==> src/rtl/spi_arbiter.sv <==
// spi_arbiter
//   Shares the single SPI engine between two requesters: requester 0 (host
//   register path) and requester 1 (boot/ROM loader). Grants ownership,
//   latches the transfer config, pulses the engine start and drives /CS.
//   An owner may keep /CS low across back-to-back transfers (HoldCs).
//
// Ports
//   FastClk, nReset           block clock, async active-low reset
//   Req[1:0]                  per-requester transfer request (level)
//   Len0/1, Mode0/1,
//   Slow0/1, Dev0/1           per-requester transfer config
//   HoldCs[1:0]               keep /CS and ownership after the transfer
//   Gnt[1:0]                  one-hot ownership
//   Done[1:0], Err[1:0]       one-cycle completion / abort pulses
//   SPI_Start                 one-cycle engine start pulse
//   SPI_Len/Mode/Slow/Dev     config latched at start
//   SPI_CsLo                  /CS assert request to the engine
//   SPI_Busy                  engine busy flag
module spi_arbiter #(
  parameter int unsigned BUSY_WAIT = 4,
  parameter int unsigned HOLD_MAX  = 4096
) (
  input  logic       FastClk,
  input  logic       nReset,
  input  logic [1:0] Req,
  input  logic [8:0] Len0,
  input  logic [8:0] Len1,
  input  logic [1:0] Mode0,
  input  logic [1:0] Mode1,
  input  logic       Slow0,
  input  logic       Slow1,
  input  logic       Dev0,
  input  logic       Dev1,
  input  logic [1:0] HoldCs,
  output logic [1:0] Gnt,
  output logic [1:0] Done,
  output logic [1:0] Err,
  output logic       SPI_Start,
  output logic [8:0] SPI_Len,
  output logic [1:0] SPI_Mode,
  output logic       SPI_Slow,
  output logic       SPI_Dev,
  output logic       SPI_CsLo,
  input  logic       SPI_Busy
);

  localparam int unsigned BW_W = ($clog2(BUSY_WAIT + 1) < 3) ? 3 : $clog2(BUSY_WAIT + 1);
  localparam int unsigned HC_W = 13;

  typedef enum logic [1:0] {
    IDLE,
    START,
    RUN,
    HOLD
  } state_t;

  state_t          state;
  logic            owner;      // index of the current owner
  logic            prio;       // requester favoured on the next tie (the one not served last)
  logic            busy_seen;  // SPI_Busy has risen during this transfer
  logic [BW_W-1:0] bw_cnt;
  logic [HC_W-1:0] hold_cnt;

  logic       win;
  logic       sel;
  logic [8:0] sel_len;
  logic [1:0] sel_mode;
  logic       sel_slow;
  logic       sel_dev;
  logic       own_req;
  logic       own_hold;
  logic       oth_req;
  logic       bw_expired;
  logic       hold_expired;

  always_comb begin
    win          = 1'b0;
    sel          = 1'b0;
    sel_len      = '0;
    sel_mode     = '0;
    sel_slow     = 1'b0;
    sel_dev      = 1'b0;
    own_req      = 1'b0;
    own_hold     = 1'b0;
    oth_req      = 1'b0;
    bw_expired   = 1'b0;
    hold_expired = 1'b0;

    if (Req == 2'b11) win = prio;
    else              win = Req[1];

    // In HOLD only the owner can start again; otherwise the arbitration winner.
    sel      = (state == HOLD) ? owner : win;
    sel_len  = sel ? Len1  : Len0;
    sel_mode = sel ? Mode1 : Mode0;
    sel_slow = sel ? Slow1 : Slow0;
    sel_dev  = sel ? Dev1  : Dev0;

    own_req  = Req[owner];
    own_hold = HoldCs[owner];
    oth_req  = Req[~owner];

    // bw_cnt is 0 in the first RUN cycle (one cycle after SPI_Start), so
    // the last chance for Busy to rise is the cycle where bw_cnt = BUSY_WAIT-2;
    // the registered Err then lands exactly BUSY_WAIT cycles after SPI_Start.
    bw_expired   = !busy_seen && !SPI_Busy && ((32'(bw_cnt) + 32'd2) >= BUSY_WAIT);
    // hold_cnt is 0 in the cycle Done pulses; Err lands HOLD_MAX cycles later.
    hold_expired = (HOLD_MAX != 0) && oth_req && ((32'(hold_cnt) + 32'd1) >= HOLD_MAX);
  end

  always_ff @(posedge FastClk or negedge nReset) begin
    if (!nReset) begin
      state     <= IDLE;
      owner     <= 1'b0;
      prio      <= 1'b0;
      busy_seen <= 1'b0;
      bw_cnt    <= '0;
      hold_cnt  <= '0;
      Gnt       <= '0;
      Done      <= '0;
      Err       <= '0;
      SPI_Start <= 1'b0;
      SPI_Len   <= '0;
      SPI_Mode  <= '0;
      SPI_Slow  <= 1'b0;
      SPI_Dev   <= 1'b0;
      SPI_CsLo  <= 1'b0;
    end else begin
      SPI_Start <= 1'b0;
      Done      <= '0;
      Err       <= '0;

      case (state)
        IDLE: begin
          if (|Req) begin
            state     <= START;
            owner     <= win;
            Gnt       <= win ? 2'b10 : 2'b01;
            SPI_Start <= 1'b1;
            SPI_CsLo  <= 1'b1;
            SPI_Len   <= sel_len;
            SPI_Mode  <= sel_mode;
            SPI_Slow  <= sel_slow;
            SPI_Dev   <= sel_dev;
            bw_cnt    <= '0;
            hold_cnt  <= '0;
          end
        end

        START: begin
          state     <= RUN;
          busy_seen <= 1'b0;
          bw_cnt    <= '0;
          hold_cnt  <= '0;
        end

        RUN: begin
          if (SPI_Busy) busy_seen <= 1'b1;
          if (bw_cnt != '1) bw_cnt <= bw_cnt + 1'b1;

          if (busy_seen && !SPI_Busy) begin
            Done[owner] <= 1'b1;
            bw_cnt      <= '0;
            hold_cnt    <= '0;
            if (own_hold) begin
              state <= HOLD;
            end else begin
              state    <= IDLE;
              Gnt      <= '0;
              SPI_CsLo <= 1'b0;
              prio     <= ~owner;
            end
          end else if (bw_expired) begin
            Err[owner] <= 1'b1;
            state      <= IDLE;
            Gnt        <= '0;
            SPI_CsLo   <= 1'b0;
            prio       <= ~owner;
            bw_cnt     <= '0;
            hold_cnt   <= '0;
          end
        end

        HOLD: begin
          if (own_req) begin
            state     <= START;
            SPI_Start <= 1'b1;
            SPI_Len   <= sel_len;
            SPI_Mode  <= sel_mode;
            SPI_Slow  <= sel_slow;
            SPI_Dev   <= sel_dev;
            bw_cnt    <= '0;
            hold_cnt  <= '0;
          end else if (!own_hold) begin
            state    <= IDLE;
            Gnt      <= '0;
            SPI_CsLo <= 1'b0;
            prio     <= ~owner;
            hold_cnt <= '0;
          end else if (hold_expired) begin
            Err[owner] <= 1'b1;
            state      <= IDLE;
            Gnt        <= '0;
            SPI_CsLo   <= 1'b0;
            prio       <= ~owner;
            hold_cnt   <= '0;
          end else if (hold_cnt != '1) begin
            hold_cnt <= hold_cnt + 1'b1;
          end
        end

        default: begin
          state    <= IDLE;
          Gnt      <= '0;
          SPI_CsLo <= 1'b0;
        end
      endcase
    end
  end

endmodule

==> config.mk <==
export PLATFORM = sky130hd
export DESIGN_NAME = spi_arbiter
export DESIGN_NICKNAME = d
export VERILOG_FILES = /design/src/rtl/spi_arbiter.sv
export SDC_FILE = /design/constraint.sdc
export NUM_CORES = 1
export LEC_CHECK = 0
export BUFFER_PORTS_ARGS = -buffer_cell sky130_fd_sc_hd__buf_2
export CAP_MARGIN = 0
export CORE_MARGIN = 3
export CORE_UTILIZATION = 52
export CTS_CLUSTER_DIAMETER = 200
export DETAILED_ROUTE_END_ITERATION = 7
export PLACE_DENSITY = 0.73
export REMOVE_ABC_BUFFERS = 1
export SLEW_MARGIN = 25
export SYNTH_ARGS = -nofsm -noshare
export SYNTH_HDL_FRONTEND = slang
export SYNTH_SLANG_ARGS = --single-unit
==> constraint.sdc <==
create_clock -name FastClk -period 2.7 [get_ports FastClk]
set_input_delay 0.405 -clock FastClk [delete_from_list [all_inputs] [get_ports FastClk]]
set_output_delay 0.405 -clock FastClk [all_outputs]
set_load 0.05 [all_outputs]
# Yosys cells after proc, flatten, opt, wreduce, memory -nomap -nowiden
# Cells that the tools add are included.
[word_totals]
output_inout_bits = 21
register_bits = 42
in_bits = 33
wordCells = 144
[op_classes]
bitwise_logic = 1
n_reduce_logical = 21
order_cmp = 5
mux = 82
add_sub_neg = 4
n_eq_ne = 16
[op_table]
columns = ["op", "n"]
rows = [
  ["$mux W13", 7],
  ["$pmux W13 S4", 1],
  ["$mux W2", 22],
  ["$mux W1", 31],
  ["$mux W9", 3],
  ["$pmux W9 S2", 1],
  ["$mux W3", 5],
  ["$add A13 B1 Y14 const B", 1],
  ["$ge A14 B13 Y1 const B", 1],
  ["$add A13 B1 Y13 const B", 1],
  ["$ne A13 B13 Y1 const B", 1],
  ["$ne A3 B3 Y1 const B", 4],
  ["$pmux W3 S4", 1],
  ["$reduce_and A3 Y1", 4],
  ["$pmux W1 S2", 5],
  ["$ne A2 B2 Y1 const B", 4],
  ["$ne A4 B4 Y1 const B", 2],
  ["$pmux W2 S2", 2],
  ["$pmux W2 S4", 1],
  ["$eq A2 B2 Y1 const B", 3],
  ["$pmux W2 S3", 1],
  ["$reduce_and A6 Y1", 1],
  ["$reduce_bool A2 Y1", 3],
  ["$logic_and A1 B1 Y1", 5],
  ["other kinds (16)", 19],
]

# Depth between registers and ports, before layout
# Gate-level depths: netlist of run 1.
[depth]
depth_word = 8
depth_mapped = 8
mapped_depth_nobuf = 7

# Worst setup path after synthesis of run 1
# No wires, ideal clock.
[synth_timing]
path_type = "register to register"
startpoint = "register state[0]"
endpoint = "register hold_cnt[1]"
path_stages_with_launch = 8
arrival_ns = 1.933
slack_ns = 0.646
n_path_buf = 1
setup_ns = 0.121
path_cell_list = "dfrtp_1 > inv_1 > ha_1 > or4b_1 > o211ai_1 > a211oi_4 > buf_6 > a22o_1"
[synth_via]
elab_chain_len = 3
[synth_rtl]
columns = ["item", "line_no", "source"]
rows = [
  ["start, declared", "57", "state_t state;"],
  ["start signal, assigned", "113", "state <= IDLE;"],
  ["start signal, assigned", "136", "state <= START;"],
  ["start signal, assigned", "151", "state <= RUN;"],
  ["$eq A2 B2 Y1 / $logic_not A2 Y1 (equally long branches)", "133", "case (state)"],
  ["$ne A5 B4 Y1 (no source line), or another cell as far along", "-", ""],
  ["$reduce_and A3 Y1 (no source line)", "-", ""],
  ["end signal, assigned", "208", "hold_cnt <= hold_cnt + 1'b1;"],
  ["end, declared", "62", "logic [HC_W-1:0] hold_cnt;"],
]
# Parallel ways exist; a longest one is shown, timed or not.
# A chain may end at the register's enable or synchronous reset.

# Worst setup path after layout of run 1
[layout_timing]
startpoint = "register state[0]"
endpoint = "register hold_cnt[8]"
# The elaborated chain is that of the path after synthesis.

==> results.yml, run 1 <==
clock_network:
  post_cts_resized: 0
  post-cts-setup-buffers: 0
  cts_buffers: 5
  hold_buffers: 0
  clk_latency_ns: 0.29
  cts-root-buf: "clkbuf_8"
  cts.sinks: 42
  cts_max_path_buffers: 2
  cts_tree: "yes"
  h-tree-depth: 2
  path_clk_slew_ns: 0.08
logic_synthesis:
  synth_ff_type: "dfrtp_1"
  synth.top_cell.area_share: 0.452
  synth_common_cells: "dfrtp_1 (42), a21oi_1 (27), nor2_1 (27), mux2i_1 (20), inv_1 (14)"
  yosysWarnings: 0
  async_flop_share: 1.00
  netlist_instances: 237
  synth-edff-count: 0
  ys_seq_area_frac: 0.452
  syn-mean-instance-area_sq_um: 9.81
  synthesis.area_sq_um: 2330
  synth_most_common_cell: "dfrtp_1"
  ys_top_cells_by_area: "dfrtp_1 (45%), mux2i_1 (8.6%), a21oi_1 (5.8%)"
  yosysUniqueCellTypes: 44
  yosysTopAreaCell: "dfrtp_1"
  ys_seq_elements: 42
floorplanning:
  dieWidth_um: 72.9
  boundaryPins: 54
  rows: 23
  initial_utilization: 0.561
  die_h_um: 72.9
  die-area_sq_um: 5310
  core_area_sq_um: 4140
power_and_ir_drop:
  vdd_drop_max_mv: 0.644
  intPower_w: 0.00148
  clkPwrFrac: 0.130
  sequentialPowerShare: 0.314
  pwr-share-comb: 0.555
  p_sw_w: 0.00139
  leakage_nw: 1.31
  p_per_area_nw_per_um2: 1070
  switching_share: 0.484
routing:
  num_vias: 1874
  viasPerCell: 5.51
  postRouteAntennaNets: 0
  wirelength_um: 4750
  drt_pass1_iterations: 4
  drc: 0
  drt-initial-drc-count: 85
  avgRoutedWirePerCell_um: 14.0
grt:
  grt_pass1_vias: 1714
  grt_usage: 0.188
  antenna_found_initial: 0
  grt_max_degree: 43
  grt_overflow: 0
  grt_pass1_wl_um: 7770
worst_setup_path:
  critPathRequiredTime_ns: 2.92
  critical_path.max_stage_delay_ns: 0.47
  cp.arrival_ns: 2.57
  cp_top_family: "compound AO/OA/AOI/OAI gates"
  cp-end-kind: "flop"
  r2r_slack_ns: 0.36
  critPathKind: "reg -> reg"
  path_max_fanout: 12
  path_cells: "inv_1 -> ha_1 -> or4b_1 -> o211ai_1 -> a41o_1 -> a21oi_1 -> a21oi_1"
  slowest_stage: "or4b_1"
  crit_buf_inv: 1
  r2r-start: "state[0]$_DFFE_PN0P_"
  timing.rr.end: "hold_cnt[8]$_DFFE_PN0P_"
  rr_worst_depth: 7
  start_kind: "flop"
  crit_top_cell: "a21oi_1"
run:
  maxCapViolations: 0
sta:
  setup-violations-final: 0
  period_minus_slack_ns: 2.34
  post-route-period-util: 0.867
  drv_slew: 0
  hold_ws_ns: 0.231
  tns_ns: 0
  fin_skew_ns: 0.00362
  finalHoldViolCount: 0
  rsz0062_at_grt: "false"
  worst_pin_slew_ns: 0.883
  clock.fmax_mhz: 427
  max_slew_margin: 0.411
final_layout:
  area_delta_synth_final_pct: 15.9
  num-fill-cells: 346
  drive_gt1_frac: 0.252
  diodes: 0
  nets: 332
worst_hold_path:
  hp-class: "in -> async"
placed_design:
  hpwlAfterDp_um: 3470
  port_buffers: 53
  place.gp.congestion: 0.906
status:
  outcome: "complete, no violations"
==> placed cells by master (no fill, tap or decap), types with 4 or more instances in the layout <==
master    synthesis  final
nand3_1           6      6
dfrtp_1          42     42
clkbuf_8          0      5
nand4_1           5      5
mux2i_1          20     20
nand2b_1          4      4
ha_1              9      9
nor2_1           27     27
buf_2             6     53
a22o_1            8      8
o21ai_0           8      8
a21oi_1          27     27
nand2_1          11     11
inv_1            14     14
nor3_1            6      6
==> layer usage <==
metal,vias to the layer above,global-route usage,part of all wire
li1,951,-,-
met1,846,0.258,0.47
met2,71,0.290,0.43
met3,6,0.0565,0.088
met4,0,0.0492,0.0093
met5,-,0,0
==> logic make-up (layout without fill, tap and decap cells) <==
kind of cell               after synthesis  after routing  synth area share
and+or+nand+nor                         75             75             0.162
AOI/OAI and AO/OA                       62             62             0.180
DFF                                     42             42             0.452
buffers and inverters                   24             77            0.0484
muxes                                   23             23             0.102
adders and majority gates                9              9            0.0484
xor gates and xnor gates                 2              2           0.00753
==> area by class of cell <==
cell class	count	area (sq um)	share of cell area
clock buffers	5	68.8	0.0255
clock inverters	2	10.0	0.00371
inverters	14	52.6	0.0195
multi-input cells	171	1160	0.431
flip-flops and latches	42	1050	0.390
well taps	50	62.6	0.0232
repair buffers	56	288	0.107
==> per-stage QoR <==
stage / worst slack, ns / util / power (W) / std cells / instance area [sq um]
2_1_floorplan: 0.636 / - / 0.00212 / 227 / 2270
3_3_place_gp: 0.482 / 0.631 / 0.00248 / 333 / 2620
3_5_place_dp: 0.372 / 0.631 / 0.00252 / 333 / 2620
4_1_cts: 0.348 / 0.650 / 0.00290 / 340 / 2700
5_1_grt: 0.107 / 0.650 / 0.00308 / 340 / 2700
6_report: 0.358 / 0.650 / 0.00287 / 340 / 2700
==> sequential cells by signal (all words and copies together), names as in the netlist <==
name	count
bw_cnt	3
SPI_CsLo	1
Gnt	2
Err	2
owner	1
hold_cnt	13
busy_seen	1
SPI_Dev	1
prio	1
SPI_Len	9
state	2
SPI_Start	1
SPI_Slow	1
Done	2
SPI_Mode	2
==> worst max path at each step <==
stage | to | depth (start not counted) | from
floorplan | hold_cnt[7]$_DFFE_PN0P_ | 7 | state[0]$_DFFE_PN0P_
finish | hold_cnt[8]$_DFFE_PN0P_ | 7 | state[0]$_DFFE_PN0P_
global placement | hold_cnt[11]$_DFFE_PN0P_ | 7 | state[0]$_DFFE_PN0P_
CTS | hold_cnt[8]$_DFFE_PN0P_ | 7 | state[0]$_DFFE_PN0P_
global route | hold_cnt[10]$_DFFE_PN0P_ | 7 | state[0]$_DFFE_PN0P_
detailed placement | hold_cnt[8]$_DFFE_PN0P_ | 7 | state[0]$_DFFE_PN0P_
==> power by group through the flow <==
| stage | registers [W] | clock network [W] | logic [W] |
|---|---|---|---|
| floorplan | 0.00137 | 0 | 0.000752 |
| global placement | 0.000909 | 0 | 0.00157 |
| detailed placement | 0.000917 | 0 | 0.00160 |
| CTS | 0.000904 | 0.000392 | 0.00161 |
| global route | 0.000927 | 0.000417 | 0.00174 |
| finish | 0.000904 | 0.000375 | 0.00160 |
Power figures use the tool's default switching activity.
==> run 2, diff against run 1 <==
--- a/config.mk
+++ b/config.mk
@@ -6,12 +6,11 @@
 export NUM_CORES = 1
 export LEC_CHECK = 0
 export BUFFER_PORTS_ARGS = -buffer_cell sky130_fd_sc_hd__buf_2
-export CAP_MARGIN = 0
 export CORE_MARGIN = 3
 export CORE_UTILIZATION = 52
 export CTS_CLUSTER_DIAMETER = 200
 export DETAILED_ROUTE_END_ITERATION = 7
-export PLACE_DENSITY = 0.73
+export PLACE_DENSITY_LB_ADDON = 0.05
 export REMOVE_ABC_BUFFERS = 1
 export SLEW_MARGIN = 25
 export SYNTH_ARGS = -nofsm -noshare
==> results.yml, run 2 (same netlist as run 1, synthesis figures left out) <==
routing:
  viasPerCell: 5.52
  drt-initial-drc-count: 85
  drt_pass1_iterations: 4
  postRouteAntennaNets: 0
  drc: 0
  wirelength_um: 4560
  avgRoutedWirePerCell_um: 13.4
  num_vias: 1878
grt:
  grt_overflow: 0
  grt_pass1_wl_um: 7630
  grt_max_degree: 43
  grt_pass1_vias: 1652
  antenna_found_initial: 0
  grt_usage: 0.185
sta:
  period_minus_slack_ns: 2.32
  setup-violations-final: 0
  worst_pin_slew_ns: 0.887
  post-route-period-util: 0.860
  tns_ns: 0
  worst_slack_ns: 0.378
  finalHoldViolCount: 0
  fin_skew_ns: 0.00399
  drv_slew: 0
  max_slew_margin: 0.409
  rsz0062_at_grt: "false"
  clock.fmax_mhz: 431
worst_setup_path:
  crit_buf_inv: 0
  cp_top_family: "compound AO/OA/AOI/OAI gates"
  critPathRequiredTime_ns: 2.92
  start_kind: "flop"
  critPathKind: "reg -> reg"
  path_cells: "mux2i_1 -> o31ai_1 -> a211oi_4 -> nand4_1 -> mux2i_1"
  cp.arrival_ns: 2.54
  cp-end-kind: "flop"
  slowest_stage: "a211oi_4"
  path_max_fanout: 19
  critical_path.max_stage_delay_ns: 0.68
  crit_top_cell: "mux2i_1"
final_layout:
  num-fill-cells: 378
  nets: 331
  final_cell_mix: "buf_2 (53), dfrtp_1 (42), a21oi_1 (27), nor2_1 (27), mux2i_1 (20)"
  diodes: 0
  final_common_cell: "buf_2"
  largest_reg_flops: 13
  reg_top3: "hold_cnt (13), SPI_Len (9), bw_cnt (3)"
  largest-register: "hold_cnt"
  area_delta_synth_final_pct: 16.8
  drive_gt1_frac: 0.252
clock_network:
  h-tree-depth: 2
  cts_buffers: 5
  post-cts-setup-buffers: 0
  cts_tree: "yes"
  cts_max_path_buffers: 2
  post_cts_resized: 0
  hold_buffers: 0
  cts.sinks: 42
  clk_latency_ns: 0.29
  cts-root-buf: "clkbuf_8"
  path_clk_slew_ns: 0.08
floorplanning:
  core_area_sq_um: 4140
  die-area_sq_um: 5310
  die_h_um: 72.9
  rows: 23
  dieWidth_um: 72.9
  initial_utilization: 0.561
  boundaryPins: 54
worst_hold_path:
  hp-class: "in -> async"
power_and_ir_drop:
  total_power_w: 0.00296
  vdd_drop_max_mv: 0.582
  p_per_area_nw_per_um2: 1090
  leakage_nw: 1.32
placed_design:
  port_buffers: 53
  post-place-ws_ns: 0.352
  place.gp.congestion: 0.822
  hpwlAfterDp_um: 3400
run:
  maxCapViolations: 0
status:
  outcome: "complete, no violations"
==> run 2: cell types whose count changed in the layout (fill, tap and decap cells not counted), sizes merged <==
cell,delta
buf,-1
bufinv,+1
==> run 2: worst paths after layout <==
path | slack [ns] | cells after the start | from | end
max | 0.38 | 5 | owner$_DFFE_PN0P_ | hold_cnt[10]$_DFFE_PN0P_
min | 0.23 | 1 | nReset | Done[1]$_DFF_PN0_
max reg2reg | 0.38 | 5 | owner$_DFFE_PN0P_ | hold_cnt[10]$_DFFE_PN0P_
min reg2reg | 0.51 | 1 | hold_cnt[10]$_DFFE_PN0P_ | hold_cnt[10]$_DFFE_PN0P_
max in group asynchronous | 1.91 | 1 | nReset | hold_cnt[7]$_DFFE_PN0P_
min in group FastClk | 0.41 | 3 | Dev1 | SPI_Dev$_DFFE_PN0P_
==> run 2: per-layer routing <==
metal  up-vias  part of all wire  wire length [um]  global-route usage
met3         5             0.067               304              0.0468
met1       859              0.48              2200               0.270
met4         0             0.014                64              0.0615
met5         -                 0                 0                   0
met2        56              0.44              1990               0.270
li1        958                 -                 -                   -
==> run 2: power breakdown <==
part	leakage (nW)	switching, W	internal (W)
registers	0.533	0.000116	0.000809
logic	0.727	0.00106	0.000491
clock network	0.0579	0.000209	0.000272
==> run 2: cell type report <==
class / count / area, sq um / area share
Multi-Input combinational cell: 171 / 1160 / 0.428
Sequential cell: 42 / 1050 / 0.387
Timing Repair Buffer: 55 / 280 / 0.103
Clock buffer: 5 / 68.8 / 0.0253
Tap cell: 50 / 62.6 / 0.0230
Inverter: 14 / 52.6 / 0.0193
Clock inverter: 3 / 40.0 / 0.0147
==> run 2: stage by stage <==
stage           util  cells  hold WS, ns  cell area (sq um)
2_1_floorplan      -    227        0.109               2270
3_3_place_gp   0.630    332        0.497               2610
3_5_place_dp   0.630    332        0.492               2610
4_1_cts        0.656    340        0.267               2720
5_1_grt        0.656    340        0.309               2720
6_report       0.656    340        0.230               2720
==> run 2: worst register-to-register path: cells and delay by family, from the launching register on <==
kind	cells	cell delay [ns]
AO/OA/AOI/OAI	2	0.88
AND/OR/NAND/NOR	1	0.18
multiplexers	2	0.57
flip-flops	1	0.62
